`src/rtl/mips_run_ctrl.sv`:
```
// -----------------------------------------------------------------------------
// mips_run_ctrl
//   Run controller for the mips core. It sequences the core reset, counts run
//   cycles and ends a run on a cycle budget, a halt address, a syscall
//   instruction or a PC self-loop. It sits beside the core and watches the
//   core's pc/instr debug outputs. done_o/done_code_o can feed $finish in
//   simulation or status LEDs on a board.
//
// Parameters
//   PC_WIDTH      width of pc_i and HALT_ADDR
//   CNT_WIDTH     width of the run-cycle counter
//   RESET_CYCLES  clocks the core reset is held after start (>=1)
//   MAX_CYCLES    run-cycle budget before timeout (>=1, truncated to CNT_WIDTH)
//   HALT_ADDR     pc value that ends the run
//   STALL_LIMIT   consecutive cycles with an unchanged pc that count as a
//                 self-loop (>=2)
//   SYSCALL_HALT  1: instr 32'h0000_000C ends the run, 0: syscall ignored
//
// Ports
//   clock_i        rising-edge clock
//   reset_i        asynchronous active-high reset, returns the block to IDLE
//   start_i        starts a run from IDLE or DONE (ignored in HOLD/RUN)
//   pc_i           core program counter (debug)
//   instr_i        instruction currently fetched (debug)
//   cpu_reset_o    reset to the mips core
//   running_o      high in RUN
//   done_o         high in DONE
//   done_code_o    0 none, 1 timeout, 2 halt (addr or syscall), 3 self-loop
//   cycle_count_o  RUN cycles elapsed in the current/last run
//
// All outputs are registered.
// -----------------------------------------------------------------------------
module mips_run_ctrl #(
  parameter int                  PC_WIDTH     = 32,
  parameter int                  CNT_WIDTH    = 32,
  parameter int                  RESET_CYCLES = 2,
  parameter int                  MAX_CYCLES   = 100,
  parameter logic [PC_WIDTH-1:0] HALT_ADDR    = PC_WIDTH'(32'hFFFF_FFFC),
  parameter int                  STALL_LIMIT  = 8,
  parameter bit                  SYSCALL_HALT = 1'b1
) (
  input  logic                 clock_i,
  input  logic                 reset_i,
  input  logic                 start_i,
  input  logic [PC_WIDTH-1:0]  pc_i,
  input  logic [31:0]          instr_i,
  output logic                 cpu_reset_o,
  output logic                 running_o,
  output logic                 done_o,
  output logic [1:0]           done_code_o,
  output logic [CNT_WIDTH-1:0] cycle_count_o
);

  // Hold counter must be able to represent RESET_CYCLES itself.
  localparam int HOLD_W  = (RESET_CYCLES < 1) ? 1 : $clog2(RESET_CYCLES + 1);
  // Stall counter must be able to represent STALL_LIMIT itself.
  localparam int STALL_W = $clog2(STALL_LIMIT + 1);

  localparam logic [HOLD_W-1:0]    HOLD_END  = HOLD_W'(RESET_CYCLES);
  localparam logic [STALL_W-1:0]   STALL_LIM = STALL_W'(STALL_LIMIT);
  localparam logic [CNT_WIDTH-1:0] MAX_CNT   = CNT_WIDTH'(MAX_CYCLES);
  localparam logic [31:0]          SYSCALL   = 32'h0000_000C;

  localparam logic [1:0] CODE_NONE    = 2'd0;
  localparam logic [1:0] CODE_TIMEOUT = 2'd1;
  localparam logic [1:0] CODE_HALT    = 2'd2;
  localparam logic [1:0] CODE_LOOP    = 2'd3;

  typedef enum logic [1:0] {
    S_IDLE,
    S_HOLD,
    S_RUN,
    S_DONE
  } state_t;

  state_t               state_q;
  logic                 cpu_reset_q;
  logic                 running_q;
  logic                 done_q;
  logic [1:0]           code_q;
  logic [CNT_WIDTH-1:0] cnt_q;
  logic [HOLD_W-1:0]    hold_q;
  logic [STALL_W-1:0]   stall_q;
  logic [PC_WIDTH-1:0]  last_pc_q;

  // Next-state values for the RUN datapath.
  logic [CNT_WIDTH-1:0] cnt_d;
  logic [STALL_W-1:0]   stall_d;
  logic                 first_run;
  logic                 pc_same;
  logic                 halt_hit;
  logic                 loop_hit;
  logic                 tmo_hit;
  logic                 end_hit;
  logic [1:0]           end_code_d;

  always_comb begin
    // Counter saturates at all-ones instead of wrapping.
    cnt_d = (cnt_q == {CNT_WIDTH{1'b1}}) ? cnt_q : cnt_q + 1'b1;

    // The counter is only zero on the first RUN cycle; that cycle just
    // loads last_pc and starts the stall count at 1.
    first_run = (cnt_q == '0);
    pc_same   = !first_run && (pc_i == last_pc_q);

    stall_d = '0;
    if (pc_same) begin
      stall_d = (stall_q == STALL_LIM) ? stall_q : stall_q + 1'b1;
    end else begin
      stall_d = STALL_W'(1);
    end

    halt_hit = (pc_i == HALT_ADDR) || (SYSCALL_HALT && (instr_i == SYSCALL));
    loop_hit = (stall_d >= STALL_LIM);
    tmo_hit  = (cnt_d == MAX_CNT);
    end_hit  = halt_hit || loop_hit || tmo_hit;

    // Priority: halt, then self-loop, then timeout.
    end_code_d = CODE_NONE;
    if (halt_hit) begin
      end_code_d = CODE_HALT;
    end else if (loop_hit) begin
      end_code_d = CODE_LOOP;
    end else if (tmo_hit) begin
      end_code_d = CODE_TIMEOUT;
    end
  end

  always_ff @(posedge clock_i or posedge reset_i) begin
    if (reset_i) begin
      state_q     <= S_IDLE;
      cpu_reset_q <= 1'b1;
      running_q   <= 1'b0;
      done_q      <= 1'b0;
      code_q      <= CODE_NONE;
      cnt_q       <= '0;
      hold_q      <= '0;
      stall_q     <= '0;
      last_pc_q   <= '0;
    end else begin
      case (state_q)
        S_IDLE: begin
          cpu_reset_q <= 1'b1;
          if (start_i) begin
            state_q   <= S_HOLD;
            hold_q    <= '0;
            cnt_q     <= '0;
            code_q    <= CODE_NONE;
            stall_q   <= '0;
            last_pc_q <= '0;
          end
        end

        S_HOLD: begin
          // Core reset drops on the same edge that raises running.
          if (hold_q == HOLD_END) begin
            state_q     <= S_RUN;
            cpu_reset_q <= 1'b0;
            running_q   <= 1'b1;
          end else begin
            hold_q <= hold_q + 1'b1;
          end
        end

        S_RUN: begin
          cnt_q     <= cnt_d;
          stall_q   <= stall_d;
          last_pc_q <= pc_i;
          if (end_hit) begin
            state_q     <= S_DONE;
            running_q   <= 1'b0;
            done_q      <= 1'b1;
            cpu_reset_q <= 1'b1;
            code_q      <= end_code_d;
          end
        end

        S_DONE: begin
          // Core stays frozen; count and code are held until a new start.
          if (start_i) begin
            state_q   <= S_HOLD;
            done_q    <= 1'b0;
            hold_q    <= '0;
            cnt_q     <= '0;
            code_q    <= CODE_NONE;
            stall_q   <= '0;
            last_pc_q <= '0;
          end
        end

        default: begin
          state_q     <= S_IDLE;
          cpu_reset_q <= 1'b1;
          running_q   <= 1'b0;
          done_q      <= 1'b0;
        end
      endcase
    end
  end

  assign cpu_reset_o   = cpu_reset_q;
  assign running_o     = running_q;
  assign done_o        = done_q;
  assign done_code_o   = code_q;
  assign cycle_count_o = cnt_q;

endmodule

```
`config.mk`:
```
export PLATFORM = sky130hd
export DESIGN_NAME = mips_run_ctrl
export DESIGN_NICKNAME = d
export VERILOG_FILES = /design/src/rtl/mips_run_ctrl.sv
export SDC_FILE = /design/constraint.sdc
export NUM_CORES = 1
export LEC_CHECK = 0
export BUFFER_PORTS_ARGS = -buffer_cell sky130_fd_sc_hd__buf_4
export CORE_ASPECT_RATIO = 1.5
export CORE_MARGIN = 3
export CORE_UTILIZATION = 55
export CTS_CLUSTER_DIAMETER = 80
export DETAILED_ROUTE_END_ITERATION = 8
export HOLD_SLACK_MARGIN = 0.12
export PLACE_DENSITY = 0.79
export SKIP_CTS_REPAIR_TIMING = 1
export SLEW_MARGIN = 20
export SYNTH_ARGS = -nofsm -noshare
export SYNTH_HDL_FRONTEND = slang
export SYNTH_SLANG_ARGS = --single-unit
```
`constraint.sdc`:
```
create_clock -name clock_i -period 10.95 [get_ports clock_i]
set_clock_uncertainty 0.15 [all_clocks]
set_input_delay 1.095 -clock clock_i [delete_from_list [all_inputs] [get_ports clock_i]]
set_output_delay 1.095 -clock clock_i [all_outputs]
set_load 0.02 [all_outputs]
```
* Yosys cells after proc, flatten, opt, wreduce, memory -nomap -nowiden
Index checks and enable logic that the tools add are counted.
** Storage, ports and cells
- Output and inout bits :: 37
- Bits of input ports :: 67
- Register bits :: 77
- Logic and storage cells :: 76
** Cells by class
- Eq/ne operators :: 15
- Magnitude comparators :: 1
- $add $sub $neg :: 3
- Reductions and logical operators :: 20
- Multiplexer cells :: 28
** Operators by type and width (number)
- $pmux 32 s2 :: 2
- $eq 32x32->1 const B :: 2
- $mux 32 :: 2
- $add 32x1->32 const B :: 1
- $eq 32x32->1 :: 1
- $eq 32x4->1 const B :: 1
- $eq 32x7->1 const B :: 1
- $logic_not 32->1 :: 1
- $reduce_and 3->1 :: 6
- $mux 2 :: 8
- $mux 4 :: 3
- $ne 2x2->1 const B :: 4
- $pmux 2 s2 :: 2
- $pmux 4 s2 :: 1
- $reduce_bool 2->1 :: 4
- $eq 2x2->1 const B :: 3
- $mux 1 :: 6
- $pmux 2 s3 :: 1
- $add 4x1->4 const B :: 1
- $eq 4x4->1 const B :: 1
- $ge 4x4->1 const B :: 1
- $pmux 1 s2 :: 2
- $logic_or 1x1->1 :: 3
- $pmux 1 s3 :: 1
- other kinds (9) :: 9

* Depth between registers and ports, before layout
- Word-level depth :: 9
- Mapped depth :: 11
- Gate-level depth less buffers :: 10

* Worst setup path before layout
OpenSTA, ideal clock, no wires.
- Path type :: register to register
- Start :: register cnt_q[0], in the netlist cycle_count_o[0]
- End :: register state_q[1]
- Library setup time :: 121 ps
- Arrival :: 3508 ps
- Buffers on the path :: 1
- Data required time :: 10679 ps
- Stages on the path, launching flop included :: 12
- Setup slack :: 7171 ps
- Period minus slack after synthesis :: 3779 ps
- Path through :: dfrtp_1 ha_1 nand4_2 or4_1 buf_2 a2111oi_0 mux2i_1 nand4_1 or3b_1 nor4_4 o21ai_0 a22o_1
** Between the ends
- Longest elaborated chain between the ends :: 9
- Elaborated cells between the ends (all ways) :: 13
- Those cells by class :: 1 x add/sub; 1 x order compare; 3 x eq/ne; 2 x mux; 6 x reduce/logical
** Ends and longest elaborated chain
- start: declaration :: RTL line 81 : logic [CNT_WIDTH-1:0] cnt_q;
- start signal: assignment :: RTL line 166 : cnt_q <= cnt_d;
- branches (longest 6 deep; another with $add 32x1->32)
- $logic_or 1x1->1 * :: RTL line 116 : end_hit = halt_hit || loop_hit || tmo_hit;
- $ne 2x2->1 (no source line) *
- $reduce_and 3->1 (no source line) *
- end signal: assignment :: RTL line 131 : state_q <= S_IDLE;
- end signal: assignment :: RTL line 145 : state_q <= S_HOLD;
- end signal: assignment :: RTL line 157 : state_q <= S_RUN;
- end: declaration :: RTL line 76 : state_t state_q;
Mark *: on every way between the ends.
A chain may end at the register's enable or synchronous reset.

* Worst setup path after layout
Ends and elaborated chain as after synthesis.

==> impl_results.md <==
- Maximum number of pins on one net before global-route repair: 78
- Final hold violation count: 0
- Core ar.: 9690 um2
- Switching Share: 0.389
- Worst setup slack for register-to-register paths: 6.70 ns
- Detailed-route wire length per cell: 20.6 um
- Net switching component of the power: 421 uW
- Number of violations reported at the end of detailed-routing iteration 0: 420
- Cell Area, Synth: 5490 um2
- Clk Latency, worst-skew pair: 0.34 ns
- Remaining routing DRC violations: 0
- Top cell family by delay on the critical path: simple AND/OR/NAND/NOR gates
- Clock buffer depth: 2
- First-pass GRT wire length: 28,200 um
- Share of the core filled with cells in the final layout: 0.668
- Drt total wl: 17,700 um
- Count of flip-flops with a built-in enable after synthesis: 0
- Diodes inserted: 0
- Overall Global Routing Usage: 0.324
- Series of cell instances along the critical path: ha_1 -> nand4_2 -> or4_1 -> a2111oi_0 -> mux2i_1 -> nand4_1 -> or3b_1 -> nor4_4 -> o21ai_0 -> a22o_1
- Kind of critical path: flop to flop
- Clock group share of total power: 0.259
- Number of nets in the synthesized netlist: 742
- Reg2Reg Depth: 10
- Hold path endpoint: last_pc_q[14]
- #FFs+latches synth: 77
- Clock slew at the register clock pins of the worst setup and hold paths: 0.06 ns
- Crit path required time: 11.03 ns
- Time the worst path needs with I/O delays and setup: 4.25 ns
- Type of element capturing the critical path: flop
- CTS buffer count: 9
- Sequential Area: 1930 um2
- GP Congestion: 0.999
- Cell at the slowest stage of the critical path: or4_1
- Period utilization: 0.388
- Internal power consumption: 661 uW
- Post-detailed-placement half-perimeter wirelength: 12,800 um
- Leakage power: 0.00288 uW
- I/O pin cnt: 104
- Post-synthesis async set-or-reset flop share: 1.00
- Router iterations before antenna repair: 5
- Die footprint: 11,200 um2
- Critical path buffers and inverters: 0
- Layout cell share with drive strength beyond 1: 0.206
- Max-slew violations: 0
- Slew of the pin with the lowest slew margin: 1.01 ns
- CTS tree: built
- Number of global-route vias before repair: 5,259
- Initial antenna violation count: 0
- IO Port Bufs: 103
- Largest fanout on the critical path: 9
- Hold path startpoint: last_pc_q[14]
- Height of the die: 128 um
- Total via count in the routed design: 5,472
- Synth Area per Inst: 8.24 um2
- Number of warnings issued by yosys: 0
- Proportion of power drawn by flip-flops and latches: 0.379
- Areal power density over the cells: 167 nW/um2
- Largest stage delay on the critical path: 0.73 ns
- Register area share after synthesis: 0.351
- Clock root buffer master: clkbuf_16
- Crit path DAT: 4.33 ns
- Total negative slack for setup checks: 0 ns
- Nets@finish: 813
- Clock H-tree levels: 3
- Library cells used by synthesis: 76
- Clock tree sinks: 77
- Slew HR: 0.326
- Remaining antenna violation count after routing: 0
- Leftover overflow at the end of global routing: 0
- Setup violations, final: 0
- End of the worst register-to-register path: state_q[1]
- Status: complete, no violations
- Hold Path Cell Cnt: 2
- RSZ-0062 raised after global routing: no
- Via density per instance: 6.39
- Area used by multi-input combinational logic: 3260 um2
- Max-cap check violation count: 0
- Synth-to-Final Area Change: 18.0%
- Fmax achieved: 0.235 GHz
- Instance count of the mapped netlist: 666
- Num rows: 44
- Worst Setup Start Kind: flop
- DIE WIDTH: 87.6 um
- Combinational fraction of design power: 0.362
- Tightest Hold Check Type: flop to flop
- Worst vdd rail ir drop: 0.000138 V
- Leading register cell type out of synthesis: dfrtp_1
- Fill cell instance count of the final layout: 811
- Initial Util: 0.567
- R2r startpoint: cycle_count_o[0]
layout make-up:
type                            instances  area share
Clock buffer                           10      0.0354
Timing Repair Buffer                  108       0.125
Clock inverter                          6     0.00618
Tap cell                              115      0.0222
Inverter                               17     0.00985
Sequential cell                        77       0.298
Multi-Input combinational cell        524       0.503
how the worst max path moves through the flow:
stage / start / endpoint / depth (start not counted)
6_report: cycle_count_o[0] / state_q[1] / 10
5_1_grt: cycle_count_o[0] / state_q[1] / 10
4_1_cts: cycle_count_o[0] / state_q[1] / 10
3_5_place_dp: cycle_count_o[0] / state_q[1] / 10
3_3_place_gp: cycle_count_o[0] / state_q[1] / 10
2_1_floorplan: cycle_count_o[0] / state_q[1] / 11
worst reg2reg max path: stages (launching register included):
cell and delay [ns]:
dfrtp_1 0.47, ha_1 0.30, nand4_2 0.24, or4_1 0.74, a2111oi_0 0.52, mux2i_1 0.40, nand4_1 0.14, or3b_1 0.42
nor4_4 0.40, o21ai_0 0.13, a22o_1 0.24
stage by stage:
| stage | cells | setup WS, ns | hold WS (ns) | instance area, um2 | total power, uW |
|---|---|---|---|---|---|
| floorplan | 666 | 7.17 | 0.309 | 5490 | 686 |
| global placement | 841 | 6.88 | 0.319 | 6210 | 788 |
| detailed placement | 841 | 6.76 | 0.327 | 6210 | 803 |
| CTS | 857 | 6.75 | 0.339 | 6480 | 1080 |
| global route | 857 | 6.52 | 0.362 | 6480 | 1150 |
| finish | 857 | 6.70 | 0.336 | 6480 | 1080 |
cells in the mapped netlist, drive strengths merged, types with 7 or more instances:
master / instances / share of area
a21oi: 17 / 0.016
a22o: 7 / 0.011
a31oi: 10 / 0.011
buf: 16 / 0.016
clkbuf: 31 / 0.026
dfrtp: 76 / 0.35
ha: 9 / 0.021
inv: 17 / 0.012
nand2: 124 / 0.085
nand3: 17 / 0.017
nand3b: 33 / 0.045
nand4: 34 / 0.041
nor2: 34 / 0.023
nor3: 15 / 0.014
nor4: 31 / 0.046
o21ai: 49 / 0.045
o31ai: 12 / 0.016
xnor2: 10 / 0.016
xor2: 34 / 0.054
cell usage in the layout, fill, tap and decap left out, drive strengths merged, types with 12 or more instances in the layout:
cell type and n:
inv 17, dfrtp 76, buf 108, nand2 124, nand3b 33, nor3 15, nor4 31, o31ai 12
xor2 34, nor2 34, nand3 17, nand4 34, a21oi 17, o21ai 49
cell families after synthesis:
family / synth area share
AND/OR/NAND/NOR: 0.336
AO/OA/AOI/OAI: 0.156
XOR/XNOR: 0.0702
buffers and inverters: 0.0572
adder cells (fa/ha/maj): 0.0205
multiplexers: 0.00935
flip-flops: 0.351
power groups by stage:
stage | logic [uW] | registers (uW) | clock network [uW]
after detailed placement | 390 | 414 | 0
final | 391 | 410 | 280
after global routing | 437 | 417 | 294
after global placement | 379 | 409 | 0
after floorplan | 280 | 406 | 0
after CTS | 392 | 410 | 283
state kept, by name (all words and copies together) (netlist names):
| signal | flops |
|---|---|
| state_q | 2 |
| done_code_o | 2 |
| running_o | 1 |
| last_pc_q | 32 |
| stall_q | 4 |
| cycle_count_o | 32 |
| cpu_reset_o | 1 |
| hold_q | 2 |
| done_o | 1 |
per-layer routing:
metal  part of all wire  vias up  global-route usage
met2               0.53      239               0.575
met3              0.053       50              0.0423
met4              0.046        0               0.148
li1                   -     2551                   -
met1               0.37     2632               0.382
met5                  0        -                   0
(Power assumes the default switching activity.)
